===== src/rtl/seven_seg_scan_ctrl_if.sv =====
// Bundle of control inputs and display-side outputs for the seven-segment scan controller.
// The master drives load/enable/data; the slave (controller) drives the decoder and anodes.
interface seven_seg_scan_ctrl_if #(
  parameter int N_DIGITS = 4
);
  logic                    enable;
  logic                    lz_blank;
  logic                    load;
  logic [4*N_DIGITS-1:0]   data_in;
  logic [3:0]              BCD;
  logic                    Blanking;
  logic [N_DIGITS-1:0]     Anode;
  logic                    frame_done;
  logic                    update_pending;

  modport master (
    output enable, lz_blank, load, data_in,
    input  BCD, Blanking, Anode, frame_done, update_pending
  );

  modport slave (
    input  enable, lz_blank, load, data_in,
    output BCD, Blanking, Anode, frame_done, update_pending
  );
endinterface


===== src/rtl/seven_seg_scan_ctrl.sv =====
// Time-multiplexed scan controller for an N-digit common-anode display with
// frame-aligned word updates, leading-zero suppression and a per-slot anode guard.
module seven_seg_scan_ctrl #(
  parameter int N_DIGITS = 4,
  parameter int PRESCALE = 1000,
  parameter int GUARD    = 2
) (
  input logic                clock,
  input logic                reset,
  seven_seg_scan_ctrl_if.slave bus
);
  localparam int CW = $clog2(PRESCALE);
  localparam int KW = $clog2(N_DIGITS);
  localparam int DW = 4 * N_DIGITS;

  typedef enum logic {IDLE, SCAN} state_t;

  state_t              state_q, state_d;
  logic [CW-1:0]       cnt_q, cnt_d;
  logic [KW-1:0]       dig_q, dig_d;
  logic [DW-1:0]       active_q, active_d;
  logic [DW-1:0]       pending_q, pending_d;
  logic                pend_q, pend_d;
  logic [N_DIGITS-1:0] anode_q, anode_d;
  logic                blank_q, blank_d;
  logic                fdone_q, fdone_d;
  logic [3:0]          bcd_q, bcd_d;
  logic                last_cycle;
  logic [N_DIGITS-1:0] digit_zero;
  logic [N_DIGITS-1:0] upper_zero;

  assign last_cycle = (state_q == SCAN) && (cnt_q == CW'(PRESCALE - 1)) &&
                      (dig_q == KW'(N_DIGITS - 1));

  // upper_zero[k]: digits k..N_DIGITS-1 of the word being shown next cycle are all zero
  genvar gi;
  generate
    for (gi = 0; gi < N_DIGITS; gi++) begin : g_zero
      assign digit_zero[gi] = (active_d[4*gi +: 4] == 4'd0);
      assign upper_zero[gi] = &digit_zero[N_DIGITS-1:gi];
    end
  endgenerate

  always_comb begin
    state_d   = state_q;
    cnt_d     = cnt_q;
    dig_d     = dig_q;
    active_d  = active_q;
    pending_d = pending_q;
    pend_d    = pend_q;
    case (state_q)
      IDLE: begin
        cnt_d = '0;
        dig_d = '0;
        if (bus.load) active_d = bus.data_in;
        if (bus.enable) state_d = SCAN;
      end
      SCAN: begin
        if (!bus.enable) begin
          state_d = IDLE;
          cnt_d   = '0;
          dig_d   = '0;
        end else if (cnt_q == CW'(PRESCALE - 1)) begin
          cnt_d = '0;
          dig_d = (dig_q == KW'(N_DIGITS - 1)) ? '0 : dig_q + 1'b1;
        end else begin
          cnt_d = cnt_q + 1'b1;
        end
        // At a frame boundary or on leaving SCAN a simultaneous load beats the older pending word
        if (last_cycle || !bus.enable) begin
          pend_d = 1'b0;
          if (bus.load)    active_d = bus.data_in;
          else if (pend_q) active_d = pending_q;
        end else if (bus.load) begin
          pending_d = bus.data_in;
          pend_d    = 1'b1;
        end
      end
      default: state_d = IDLE;
    endcase
  end

  // Outputs are decoded from next-state values so the registered pins line up with the counters
  always_comb begin
    anode_d = '1;
    blank_d = 1'b1;
    bcd_d   = 4'd0;
    fdone_d = 1'b0;
    if (state_d == SCAN) begin
      for (int i = 0; i < N_DIGITS; i++) begin
        if (dig_d == KW'(i)) bcd_d = active_d[4*i +: 4];
      end
      if (cnt_d >= CW'(GUARD)) begin
        anode_d = ~(N_DIGITS'(1) << dig_d);
        blank_d = bus.lz_blank && (dig_d != '0) && upper_zero[dig_d];
      end
      fdone_d = (dig_d == KW'(N_DIGITS - 1)) && (cnt_d == CW'(PRESCALE - 1));
    end
  end

  always_ff @(posedge clock or negedge reset) begin
    if (!reset) begin
      state_q   <= IDLE;
      cnt_q     <= '0;
      dig_q     <= '0;
      active_q  <= '0;
      pending_q <= '0;
      pend_q    <= 1'b0;
      anode_q   <= '1;
      blank_q   <= 1'b1;
      bcd_q     <= 4'd0;
      fdone_q   <= 1'b0;
    end else begin
      state_q   <= state_d;
      cnt_q     <= cnt_d;
      dig_q     <= dig_d;
      active_q  <= active_d;
      pending_q <= pending_d;
      pend_q    <= pend_d;
      anode_q   <= anode_d;
      blank_q   <= blank_d;
      bcd_q     <= bcd_d;
      fdone_q   <= fdone_d;
    end
  end

  assign bus.BCD            = bcd_q;
  assign bus.Blanking       = blank_q;
  assign bus.Anode          = anode_q;
  assign bus.frame_done     = fdone_q;
  assign bus.update_pending = pend_q;
endmodule


===== src/flat_wrapper.sv =====
// flat-port wrapper written by rule: the top's interface ports become plain ports
module seven_seg_scan_ctrl_flat 
#(
  parameter int N_DIGITS = 4,
  parameter int PRESCALE = 1000,
  parameter int GUARD    = 2
)
  (clock, reset, bus_enable, bus_lz_blank, bus_load, bus_data_in, bus_BCD, bus_Blanking, bus_Anode, bus_frame_done, bus_update_pending);
  seven_seg_scan_ctrl_if #(.N_DIGITS(N_DIGITS)) bus_i ();
  input logic clock;
  input logic reset;
  input wire logic [$bits(bus_i.enable)-1:0] bus_enable;
  input wire logic [$bits(bus_i.lz_blank)-1:0] bus_lz_blank;
  input wire logic [$bits(bus_i.load)-1:0] bus_load;
  input wire logic [$bits(bus_i.data_in)-1:0] bus_data_in;
  output wire logic [$bits(bus_i.BCD)-1:0] bus_BCD;
  output wire logic [$bits(bus_i.Blanking)-1:0] bus_Blanking;
  output wire logic [$bits(bus_i.Anode)-1:0] bus_Anode;
  output wire logic [$bits(bus_i.frame_done)-1:0] bus_frame_done;
  output wire logic [$bits(bus_i.update_pending)-1:0] bus_update_pending;
  assign bus_i.enable = bus_enable;
  assign bus_i.lz_blank = bus_lz_blank;
  assign bus_i.load = bus_load;
  assign bus_i.data_in = bus_data_in;
  assign bus_BCD = bus_i.BCD;
  assign bus_Blanking = bus_i.Blanking;
  assign bus_Anode = bus_i.Anode;
  assign bus_frame_done = bus_i.frame_done;
  assign bus_update_pending = bus_i.update_pending;
  seven_seg_scan_ctrl #(.N_DIGITS(N_DIGITS), .PRESCALE(PRESCALE), .GUARD(GUARD)) u_core (.clock(clock), .reset(reset), .bus(bus_i));
endmodule

===== config.mk =====
export PLATFORM = sky130hd
export DESIGN_NAME = seven_seg_scan_ctrl_flat
export DESIGN_NICKNAME = d
export VERILOG_FILES = /design/src/rtl/seven_seg_scan_ctrl_if.sv /design/src/rtl/seven_seg_scan_ctrl.sv /design/src/flat_wrapper.sv
export SDC_FILE = /design/constraint.sdc
export NUM_CORES = 1
export LEC_CHECK = 0
export BUFFER_PORTS_ARGS = -buffer_cell sky130_fd_sc_hd__buf_2
export CORE_MARGIN = 2
export CORE_UTILIZATION = 60
export CTS_BUF_LIST = sky130_fd_sc_hd__clkbuf_16
export DETAILED_ROUTE_END_ITERATION = 7
export HOLD_SLACK_MARGIN = 0.15
export PLACE_DENSITY = 0.87
export RECOVER_POWER = 25
export SYNTH_ARGS = -nofsm -noshare
export SYNTH_HDL_FRONTEND = slang
export SYNTH_SLANG_ARGS = --single-unit
export TNS_END_PERCENT = 5

===== constraint.sdc =====
create_clock -name clock -period 5.3 [get_ports clock]
set_input_delay 0.795 -clock clock [delete_from_list [all_inputs] [get_ports clock]]
set_output_delay 0.795 -clock clock [all_outputs]
set_load 0.005 [all_outputs]

==> results.md <==
* Initial DRC count at 285
* Pre-CTS setup slack at 2088 ps
* Worst Tran Pin Value at 2868 ps
* Post-DP Area at 3324 um2
* DR pass1 iterations at 5
* Nets@finish at 358
* Synth warn at 0
* Clock buffer depth at 2
* Async SR Flop Fraction at 1.000
* Clk root buf: clkbuf_16
* Clk network pwr share at 0.314
* Vias in the first global route at 2519
* Total global routing overflow at 0
* Initial antenna violation count at 0
* Post-layout min period at 3331 ps
* Largest net degree at the start of global routing at 57
* Worst setup margin at 1969 ps
* Register area share after synthesis at 0.4381
* Layout cells sized above 1 at 0.2411
* Status: complete, but fails checks
* Final period utilization at 0.6285
* Endpoints failing setup at 0
* TritonCTS Sinks at 56
* Core area at 5140 um2
* Rel. slew slack at -0.9117
* CP Class: flop to flop
* Required @ worst endpoint at 5480 ps
* Clock skew at 5.444 ps
* Max-slew violation count at 57
* Flops & latches, synth at 56
* I/O Pins at 32
* Sequential power share at 0.502
* Final instance area at 3463 um2
* Max Fclk at 300.2 MHz
* Post-cts resize count at 0
* Top-area cell type share of the netlist area at 0.3972
* EDFF count, synth at 0
* Leak pwr at 0.001436 uW
* Leading area contributor after synthesis: dfrtp_1
* RD Place Congestion at 0.8903
* Failing checks: max-capacitance violations, max-slew violations
* Power Density at 296.9 nW/um2
* Placed wire-length estimate at 4967 um
* DR WL/cell at 17.58 um
* Post-Synthesis Mean Instance Area at 10.20 um2
* Dominant cells by area after synthesis: dfrtp_1 40%, mux2_2 6.7%, dfstp_2 4.1%
* Worst Setup End Kind: flop
* Final ANT Viol Nets at 0
* Syn-to-layout area delta at 7.788%
* Final TNS setup at 0 ps
* Yosys cell types at 66
* Comb pwr share at 0.184
* CTS clock-pin slew for the worst setup and hold paths at 70 ps
* Largest driver fanout on the critical path at 31
* PortBufs at 31
* Synthesized area at 3213 um2
* Post-synthesis instance total at 315
* Die height at 77.18 um
* Final hold vios at 0
* Via count at 2641
* CTS tree: yes
* Total Power at 1028 uW
* Die ar. at 5957 um2
* CTS Hold Buffers Added at 0
* Worst path arrival time at 3510 ps
* # diodes at 0
* Worst skew pair latency at 290 ps
* DR vias/cell at 6.505
* # rows at 26
* RSZ-0062 raised after global routing: false
* Max IR drop VDD at 0.1791 mV
* Remaining DRCs at 0
* Initial core utilization at 0.6251
* Ys flop type: dfrtp_1
* Max Cap Viol at 1
* Worst Hold Class: flop to flop
* Setup bufs post-CTS at 0
* Int Power at 737.8 uW
* TritonCTS buffer count at 5
* Die width at 77.18 um
* Htree depth at 2
* Sw power at 290.6 uW
* Total GRT Usage at 0.2509
* Global-route wire length before repair at 12050 um
* Total wire length at 7139 um
* Startpoint type of the worst setup path: flop
* Sw Ratio at 0.2826
* Mapped Nets at 338
==> path summary, 6_finish.rpt <==
kind / from / to / slack [ps] / cells past startpoint
hold / removal: u_core.pending_q[3]$_DFFE_PN0P_ / u_core.pending_q[3]$_DFFE_PN0P_ / 510 / 1
min in group asynchronous: reset / u_core.cnt_q[0]$_DFF_PN0_ / 1530 / 2
setup / recovery: u_core.state_q$_DFF_PN0_ / u_core.bus.BCD[3]$_DFF_PN0_ / 1970 / 7
max in group asynchronous: reset / u_core.active_q[8]$_DFF_PN0_ / 2160 / 2
setup reg to reg: u_core.state_q$_DFF_PN0_ / u_core.bus.BCD[3]$_DFF_PN0_ / 1970 / 7
hold reg to reg: u_core.pending_q[3]$_DFFE_PN0P_ / u_core.pending_q[3]$_DFFE_PN0P_ / 510 / 1
==> power groups by stage <==
stage | registers (uW) | clock network [uW] | logic (uW)
2_1_floorplan | 506 | 0 | 146
3_3_place_gp | 519 | 0 | 181
3_5_place_dp | 522 | 0 | 187
4_1_cts | 514 | 326 | 189
5_1_grt | 522 | 345 | 209
6_report | 516 | 323 | 189
==> cells by family (layout without fill, tap and decap cells) <==
family,count (synthesis),in the layout,share of synthesized area
mux,26,26,0.08840
fa+ha+maj,2,2,0.007787
flops,56,56,0.4381
simple gates,102,102,0.1698
xor+xnor,7,7,0.01908
compound gates,87,87,0.2138
buf+inv,35,56,0.06308
==> placed cells by master (no fill, tap or decap), types with 9 or more instances in the layout <==
cell type,instances
o21ai_0,14
a21oi_1,9
nand2b_1,9
o22ai_1,15
dfrtp_1,51
buf_2,30
inv_1,14
mux2_2,19
nor2_1,26
nand3_1,17
nand2_1,21
==> state kept, by name, indices dropped and copies added (netlist names), 2 cells and up <==
| signal | count |
|---|---|
| u_core.active_q | 16 |
| u_core.cnt_q | 10 |
| u_core.pending_q | 16 |
| u_core.bus.Anode | 4 |
| u_core.dig_q | 2 |
| u_core.bus.BCD | 4 |
==> critical path: stages, from the launching register on <==
cell,delay [ps]
dfrtp_1,960
nand2_1,290
o41ai_4,800
nand2_1,270
o22ai_1,280
a211oi_1,100
o21a_1,230
a221o_1,280
==> routing by layer <==
| layer | vias up | global-route usage | wire [um] |
|---|---|---|---|
| met5 | - | 0 | 0 |
| met4 | 0 | 0.07143 | 132 |
| met3 | 17 | 0.04941 | 579 |
| met2 | 143 | 0.4000 | 3371 |
| met1 | 1276 | 0.3495 | 3055 |
| li1 | 1205 | - | - |
==> metrics by stage <==
stage,hold slack (ps),utilization,instances
3_3_place_gp,490.9,0.6468,398
4_1_cts,511.5,0.6748,406
6_report,512.2,0.6738,406
2_1_floorplan,475.3,-,315
3_5_place_dp,497.5,0.6468,398
5_1_grt,530.5,0.6738,406
==> layout make-up <==
type	instances	area (um2)
Multi-Input combinational cell	224	1603
Fill cell	419	1677
Clock inverter	3	18.77
Tap cell	70	87.58
Timing Repair Buffer	33	165.2
Inverter	15	56.30
Clock buffer	5	125.1
Sequential cell	56	1408
==> synth_stat cells, drive strengths merged, types with 7 or more instances <==
library cell  count
a21oi            10
buf              12
clkbuf            8
dfrtp            51
inv              14
mux2             19
mux2i             7
nand2            21
nand2b           10
nand3            17
nor2             26
o21ai            16
o22ai            16
Power figures use the tool's default switching activity.
